===== config.mk =====
export PLATFORM = sky130hd
export DESIGN_NAME = alu_issue
export DESIGN_NICKNAME = d
export VERILOG_FILES = /design/src/rtl/alu_pkg.sv /design/src/rtl/alu_decode.sv /design/src/rtl/alu_issue.sv
export SDC_FILE = /design/constraint.sdc
export NUM_CORES = 1
export LEC_CHECK = 0
export CORE_MARGIN = 10
export CORE_UTILIZATION = 30
export CTS_BUF_LIST = sky130_fd_sc_hd__clkbuf_2
export CTS_CLUSTER_SIZE = 40
export DETAILED_ROUTE_END_ITERATION = 16
export PLACE_DENSITY = 0.69
export RECOVER_POWER = 25
export SETUP_SLACK_MARGIN = 0.5
export SLEW_MARGIN = 20
export SYNTH_ARGS = -nofsm -noshare
export SYNTH_HDL_FRONTEND = slang
export SYNTH_SLANG_ARGS = --single-unit
export TNS_END_PERCENT = 30

===== constraint.sdc =====
create_clock -name clk -period 3 [get_ports clk]
set_input_delay 0.3 -clock clk [delete_from_list [all_inputs] [get_ports clk]]
set_output_delay 0.3 -clock clk [all_outputs]
set_load 0.02 [all_outputs]

===== src/rtl/alu_pkg.sv =====
// Shared constants and types for the ALU issue/retire wrapper: function codes,
// ALU control words and the layout of the control word fields.
package alu_pkg;

   localparam int unsigned DATA_W  = 16;
   localparam int unsigned FUNC_W  = 3;
   localparam int unsigned ALUOP_W = 5;

   // Field positions inside the ALU control word {inva, invb, ci, op[1:0]}
   localparam int unsigned INVA_BIT = 4;
   localparam int unsigned INVB_BIT = 3;
   localparam int unsigned CI_BIT   = 2;
   localparam int unsigned OP_HI    = 1;
   localparam int unsigned OP_LO    = 0;

   localparam logic [FUNC_W-1:0] FN_AND  = 3'b000;
   localparam logic [FUNC_W-1:0] FN_OR   = 3'b001;
   localparam logic [FUNC_W-1:0] FN_ADD  = 3'b010;
   localparam logic [FUNC_W-1:0] FN_SUB  = 3'b011;
   localparam logic [FUNC_W-1:0] FN_SLT  = 3'b100;
   localparam logic [FUNC_W-1:0] FN_NOR  = 3'b101;
   localparam logic [FUNC_W-1:0] FN_NAND = 3'b110;
   localparam logic [FUNC_W-1:0] FN_RSVD = 3'b111;

   localparam logic [ALUOP_W-1:0] ALUOP_AND  = 5'b00000;
   localparam logic [ALUOP_W-1:0] ALUOP_OR   = 5'b00001;
   localparam logic [ALUOP_W-1:0] ALUOP_ADD  = 5'b00010;
   localparam logic [ALUOP_W-1:0] ALUOP_SUB  = 5'b01110;
   localparam logic [ALUOP_W-1:0] ALUOP_SLT  = 5'b01111;
   localparam logic [ALUOP_W-1:0] ALUOP_NOR  = 5'b11000;
   localparam logic [ALUOP_W-1:0] ALUOP_NAND = 5'b11001;

   typedef struct packed {
      logic [ALUOP_W-1:0] aluop;
      logic               illegal;
      logic               is_arith;
   } dec_t;

endpackage


===== src/rtl/alu_decode.sv =====
// Combinational decode of a function code into the ALU control word plus
// the illegal and arithmetic (overflow-meaningful) flags.
module alu_decode
   import alu_pkg::*;
(
   input  logic [FUNC_W-1:0] func_i,
   output dec_t              dec_c_o
);

   always_comb begin
      dec_c_o = '{aluop: ALUOP_AND, illegal: 1'b0, is_arith: 1'b0};
      case (func_i)
         FN_AND:  dec_c_o.aluop = ALUOP_AND;
         FN_OR:   dec_c_o.aluop = ALUOP_OR;
         FN_ADD:  dec_c_o = '{aluop: ALUOP_ADD, illegal: 1'b0, is_arith: 1'b1};
         FN_SUB:  dec_c_o = '{aluop: ALUOP_SUB, illegal: 1'b0, is_arith: 1'b1};
         FN_SLT:  dec_c_o.aluop = ALUOP_SLT;
         FN_NOR:  dec_c_o.aluop = ALUOP_NOR;
         FN_NAND: dec_c_o.aluop = ALUOP_NAND;
         default: dec_c_o.illegal = 1'b1;
      endcase
   end

endmodule


===== src/rtl/alu_issue.sv =====
// Two-stage issue/retire wrapper around the external 16-bit ALU: an op
// register driving the ALU inputs and a result register with its own handshake.
module alu_issue
   import alu_pkg::*;
#(
   parameter int unsigned TAG_W = 4
) (
   input  logic               clk,
   input  logic               rst_n,
   input  logic               in_valid,
   output logic               in_ready,
   input  logic [FUNC_W-1:0]  in_func,
   input  logic [DATA_W-1:0]  in_a,
   input  logic [DATA_W-1:0]  in_b,
   input  logic [TAG_W-1:0]   in_tag,
   output logic [ALUOP_W-1:0] alu_aluop,
   output logic [DATA_W-1:0]  alu_a,
   output logic [DATA_W-1:0]  alu_b,
   input  logic [DATA_W-1:0]  alu_result,
   input  logic               alu_ovf,
   output logic               out_valid,
   input  logic               out_ready,
   output logic [DATA_W-1:0]  out_result,
   output logic               out_ovf,
   output logic               out_zero,
   output logic               out_illegal,
   output logic [TAG_W-1:0]   out_tag,
   output logic               ovf_sticky,
   input  logic               ovf_clr
);

   dec_t dec;

   logic               op_valid_q, op_valid_d;
   logic [ALUOP_W-1:0] aluop_q, aluop_d;
   logic [DATA_W-1:0]  a_q, a_d, b_q, b_d;
   logic [TAG_W-1:0]   tag_q, tag_d;
   logic               illegal_q, illegal_d;
   logic               is_arith_q, is_arith_d;

   logic               res_valid_q, res_valid_d;
   logic [DATA_W-1:0]  result_q, result_d;
   logic               ovf_q, ovf_d;
   logic               zero_q, zero_d;
   logic               res_illegal_q, res_illegal_d;
   logic [TAG_W-1:0]   res_tag_q, res_tag_d;
   logic               sticky_q, sticky_d;

   logic res_load;
   logic in_fire;

   alu_decode u_decode (
      .func_i  (in_func),
      .dec_c_o (dec)
   );

   // Stage 2 advances when empty or draining; stage 1 may refill behind it.
   assign res_load = op_valid_q && (!res_valid_q || out_ready);
   assign in_ready = !op_valid_q || res_load;
   assign in_fire  = in_valid && in_ready;

   always_comb begin
      op_valid_d = op_valid_q;
      aluop_d    = aluop_q;
      a_d        = a_q;
      b_d        = b_q;
      tag_d      = tag_q;
      illegal_d  = illegal_q;
      is_arith_d = is_arith_q;
      if (in_fire) begin
         op_valid_d = 1'b1;
         aluop_d    = dec.aluop;
         a_d        = in_a;
         b_d        = in_b;
         tag_d      = in_tag;
         illegal_d  = dec.illegal;
         is_arith_d = dec.is_arith;
      end else if (res_load) begin
         op_valid_d = 1'b0;
      end
   end

   always_comb begin
      res_valid_d   = res_valid_q;
      result_d      = result_q;
      ovf_d         = ovf_q;
      zero_d        = zero_q;
      res_illegal_d = res_illegal_q;
      res_tag_d     = res_tag_q;
      if (res_load) begin
         res_valid_d   = 1'b1;
         result_d      = alu_result;
         ovf_d         = alu_ovf && is_arith_q;
         zero_d        = (alu_result == '0);
         res_illegal_d = illegal_q;
         res_tag_d     = tag_q;
      end else if (res_valid_q && out_ready) begin
         res_valid_d = 1'b0;
      end
   end

   // Clear takes priority over a same-cycle overflow retire.
   always_comb begin
      sticky_d = sticky_q;
      if (ovf_clr) begin
         sticky_d = 1'b0;
      end else if (res_load && alu_ovf && is_arith_q) begin
         sticky_d = 1'b1;
      end
   end

   always_ff @(posedge clk or negedge rst_n) begin
      if (!rst_n) begin
         op_valid_q    <= 1'b0;
         aluop_q       <= '0;
         a_q           <= '0;
         b_q           <= '0;
         tag_q         <= '0;
         illegal_q     <= 1'b0;
         is_arith_q    <= 1'b0;
         res_valid_q   <= 1'b0;
         result_q      <= '0;
         ovf_q         <= 1'b0;
         zero_q        <= 1'b0;
         res_illegal_q <= 1'b0;
         res_tag_q     <= '0;
         sticky_q      <= 1'b0;
      end else begin
         op_valid_q    <= op_valid_d;
         aluop_q       <= aluop_d;
         a_q           <= a_d;
         b_q           <= b_d;
         tag_q         <= tag_d;
         illegal_q     <= illegal_d;
         is_arith_q    <= is_arith_d;
         res_valid_q   <= res_valid_d;
         result_q      <= result_d;
         ovf_q         <= ovf_d;
         zero_q        <= zero_d;
         res_illegal_q <= res_illegal_d;
         res_tag_q     <= res_tag_d;
         sticky_q      <= sticky_d;
      end
   end

   assign alu_aluop   = aluop_q;
   assign alu_a       = a_q;
   assign alu_b       = b_q;
   assign out_valid   = res_valid_q;
   assign out_result  = result_q;
   assign out_ovf     = ovf_q;
   assign out_zero    = zero_q;
   assign out_illegal = res_illegal_q;
   assign out_tag     = res_tag_q;
   assign ovf_sticky  = sticky_q;

endmodule


==> results.toml <==
[placement]
port_buffers = 123
dp_hpwl_mm = 5.23
dp_slack_ps = 904
gp_congestion = 0.703

[worst_setup_path]
startpoint = "out_valid"
r2r_start = "out_valid"
reg2reg_to = "alu_b[10]"
r2r_setup_slack_ps = 1110
start_kind = "register"
cp.arrival_ps = 1900
critPathKind = "reg2out"
end_kind = "output port"
cp_data_required_time_ps = 2700
critical_path.max_fanout = 4
crit_end = "in_ready"
r2r_cells = 3

[synth]
yosys_most_used_dff = "dfrtp_1"
synth_edf_count = 0
yosysWarnings = 0
yosys_register_bits = 69
avgSynthCellArea_sq_um = 17.1
synthCells = 169
async_reset_ff_frac = 1.00
ys_seq_area_frac = 0.596
syn-num-nets = 230
synth_cell_types = 23
syn_area_sq_mm = 0.00290

[detailed_routing]
wire_per_inst_um = 16.4
via_count = 1823
antenna_left = 0
drt_pass1_iterations = 4
drc_errors = 0
drt_iter0_drc = 74
routed_via_density = 4.23
wl_mm = 7.06

[grt]
grt_util_all_layers = 0.101
grt_start_max_net_pins = 70
antenna_found_initial = 0
grt_pass1_wl_mm = 11.5
grt_pass1_vias = 2083
grt_overflow_total = 0

[cts]
cts-root-buf = "clkbuf_2"
cts_tree = "built"
clk_pin_slew_ps = 210
clock_path_buffers = 2
clk_latency_ps = 490
htree_levels = 3
cts.repair.resized = 0
clkSinkCount = 69
cts-buffers-inserted = 9

[sta]
final_max_slew_viol_count = 70
hold_viol = 0
slew_headroom = -0.117
rsz0062_at_grt = "no"
post-route-min-period_ps = 2200
fin_setup_tns_ps = 0
setup_viol = 0
worst_slew_pin_slew_ps = 1670
timing.final.crit_share = 0.732
fmax_ghz = 0.455
fin_ws_ps = 803
finalClockSkew_ps = 27.8

[finish]
final_cell_mix = "122 x clkdlybuf4s50_1, 69 x dfrtp_1, 39 x mux2_4"
diodes = 0
nets = 358
drive_gt1_frac = 0.275
final_common_cell = "clkdlybuf4s50_1"
multiInputGateArea_sq_mm = 0.00104
fillers = 860
seq_area_sq_mm = 0.00173
area_growth_pct = 48.2

[status]
violations = "max-capacitance violations, max-slew violations"
status = "finished, violations left"

[floorplan]
core_area_sq_mm = 0.00933
io_pins = 124
chipWidth_um = 118
dieArea_sq_mm = 0.0140
initial_core_util = 0.310
die_y_um = 118
fp-row-count = 35

[power_and_ir_drop]
power_density_mw_per_mm2 = 578
p_total_w = 0.00248
ir_drop_v = 0.000225
p_leak_nw = 1.87

[min_path]
min_path_type = "in2reg"

[run]
drv_cap = 1
[report_power, final]
group / internal [W] / switching (W)
registers: 0.00107 / 0.0000778
clock network: 0.000186 / 0.000341
logic: 0.000464 / 0.000340
total: 0.00172 / 0.000759
[flip-flops by register name, indices dropped and copies added, names as in the netlist, 4 cells and up]
| signal | count |
|---|---|
| out_tag | 4 |
| out_result | 16 |
| alu_aluop | 5 |
| alu_b | 16 |
| tag_q | 4 |
| alu_a | 16 |
[cell families (layout without fill, tap and decap cells)]
kind of cell / after synthesis / after routing / share of synthesized area
buffers and inverters: 10 / 143 / 0.0385
multiplexers: 65 / 65 / 0.303
flip-flops: 69 / 69 / 0.596
XOR/XNOR: 2 / 2 / 0.00605
AND/OR/NAND/NOR: 18 / 18 / 0.0445
AO/OA/AOI/OAI: 5 / 5 / 0.0121
[critical path, cell delays in order (launching register included)]
cell	delay, ps
dfrtp_1	490
nand3b_1	230
clkdlybuf4s50_1	690
[final cells by class]
class,count,area share
clock buffer,9,0.0105
clock inverter,7,0.0155
tap,129,0.0376
sequential,69,0.402
timing repair buffer,124,0.288
inverter,3,0.00262
multi-input combinational,90,0.243
[synthesized netlist by cell type, types with 2 or more instances]
master,number,area share
a21bo_2,2,0.0069
buf_12,4,0.028
buf_4,2,0.0052
dfrtp_1,69,0.60
inv_1,3,0.0039
mux2_2,24,0.093
mux2_4,39,0.20
mux2i_1,2,0.0069
nand2b_1,4,0.0086
nand4_1,3,0.0065
nor4_1,4,0.0086
o21ai_0,2,0.0035
[metal layers]
layer  GRT usage  share of wire
met5           0              0
met4      0.0325         0.0099
met3      0.0609           0.12
met2       0.142           0.42
met1       0.125           0.45
[repair_timing]
item	CTS	global route
hold endpoints to repair	69	0
buffers inserted	0	0
hold buffers	1	0
[through the flow]
stage	hold WS [ps]	utilization	area (sq um)	cells
3_5_place_dp	484	0.449	4190	414
5_1_grt	289	0.460	4290	431
4_1_cts	276	0.462	4310	431
6_report	346	0.460	4290	431
2_1_floorplan	4.41	-	2900	169
3_3_place_gp	473	0.449	4190	414
[worst min-delay path by stage]
stage | end | slack, ps | cells past startpoint | start
after floorplan | alu_a[0] | 4 | 0 | rst_n
after global placement | out_ovf | 470 | 1 | out_ovf
after CTS | ovf_sticky | 280 | 2 | ovf_clr
after global routing | ovf_sticky | 290 | 2 | ovf_clr
after detailed placement | out_result[14] | 480 | 1 | rst_n
final | ovf_sticky | 350 | 2 | ovf_clr
Power figures use the tool's default switching activity.
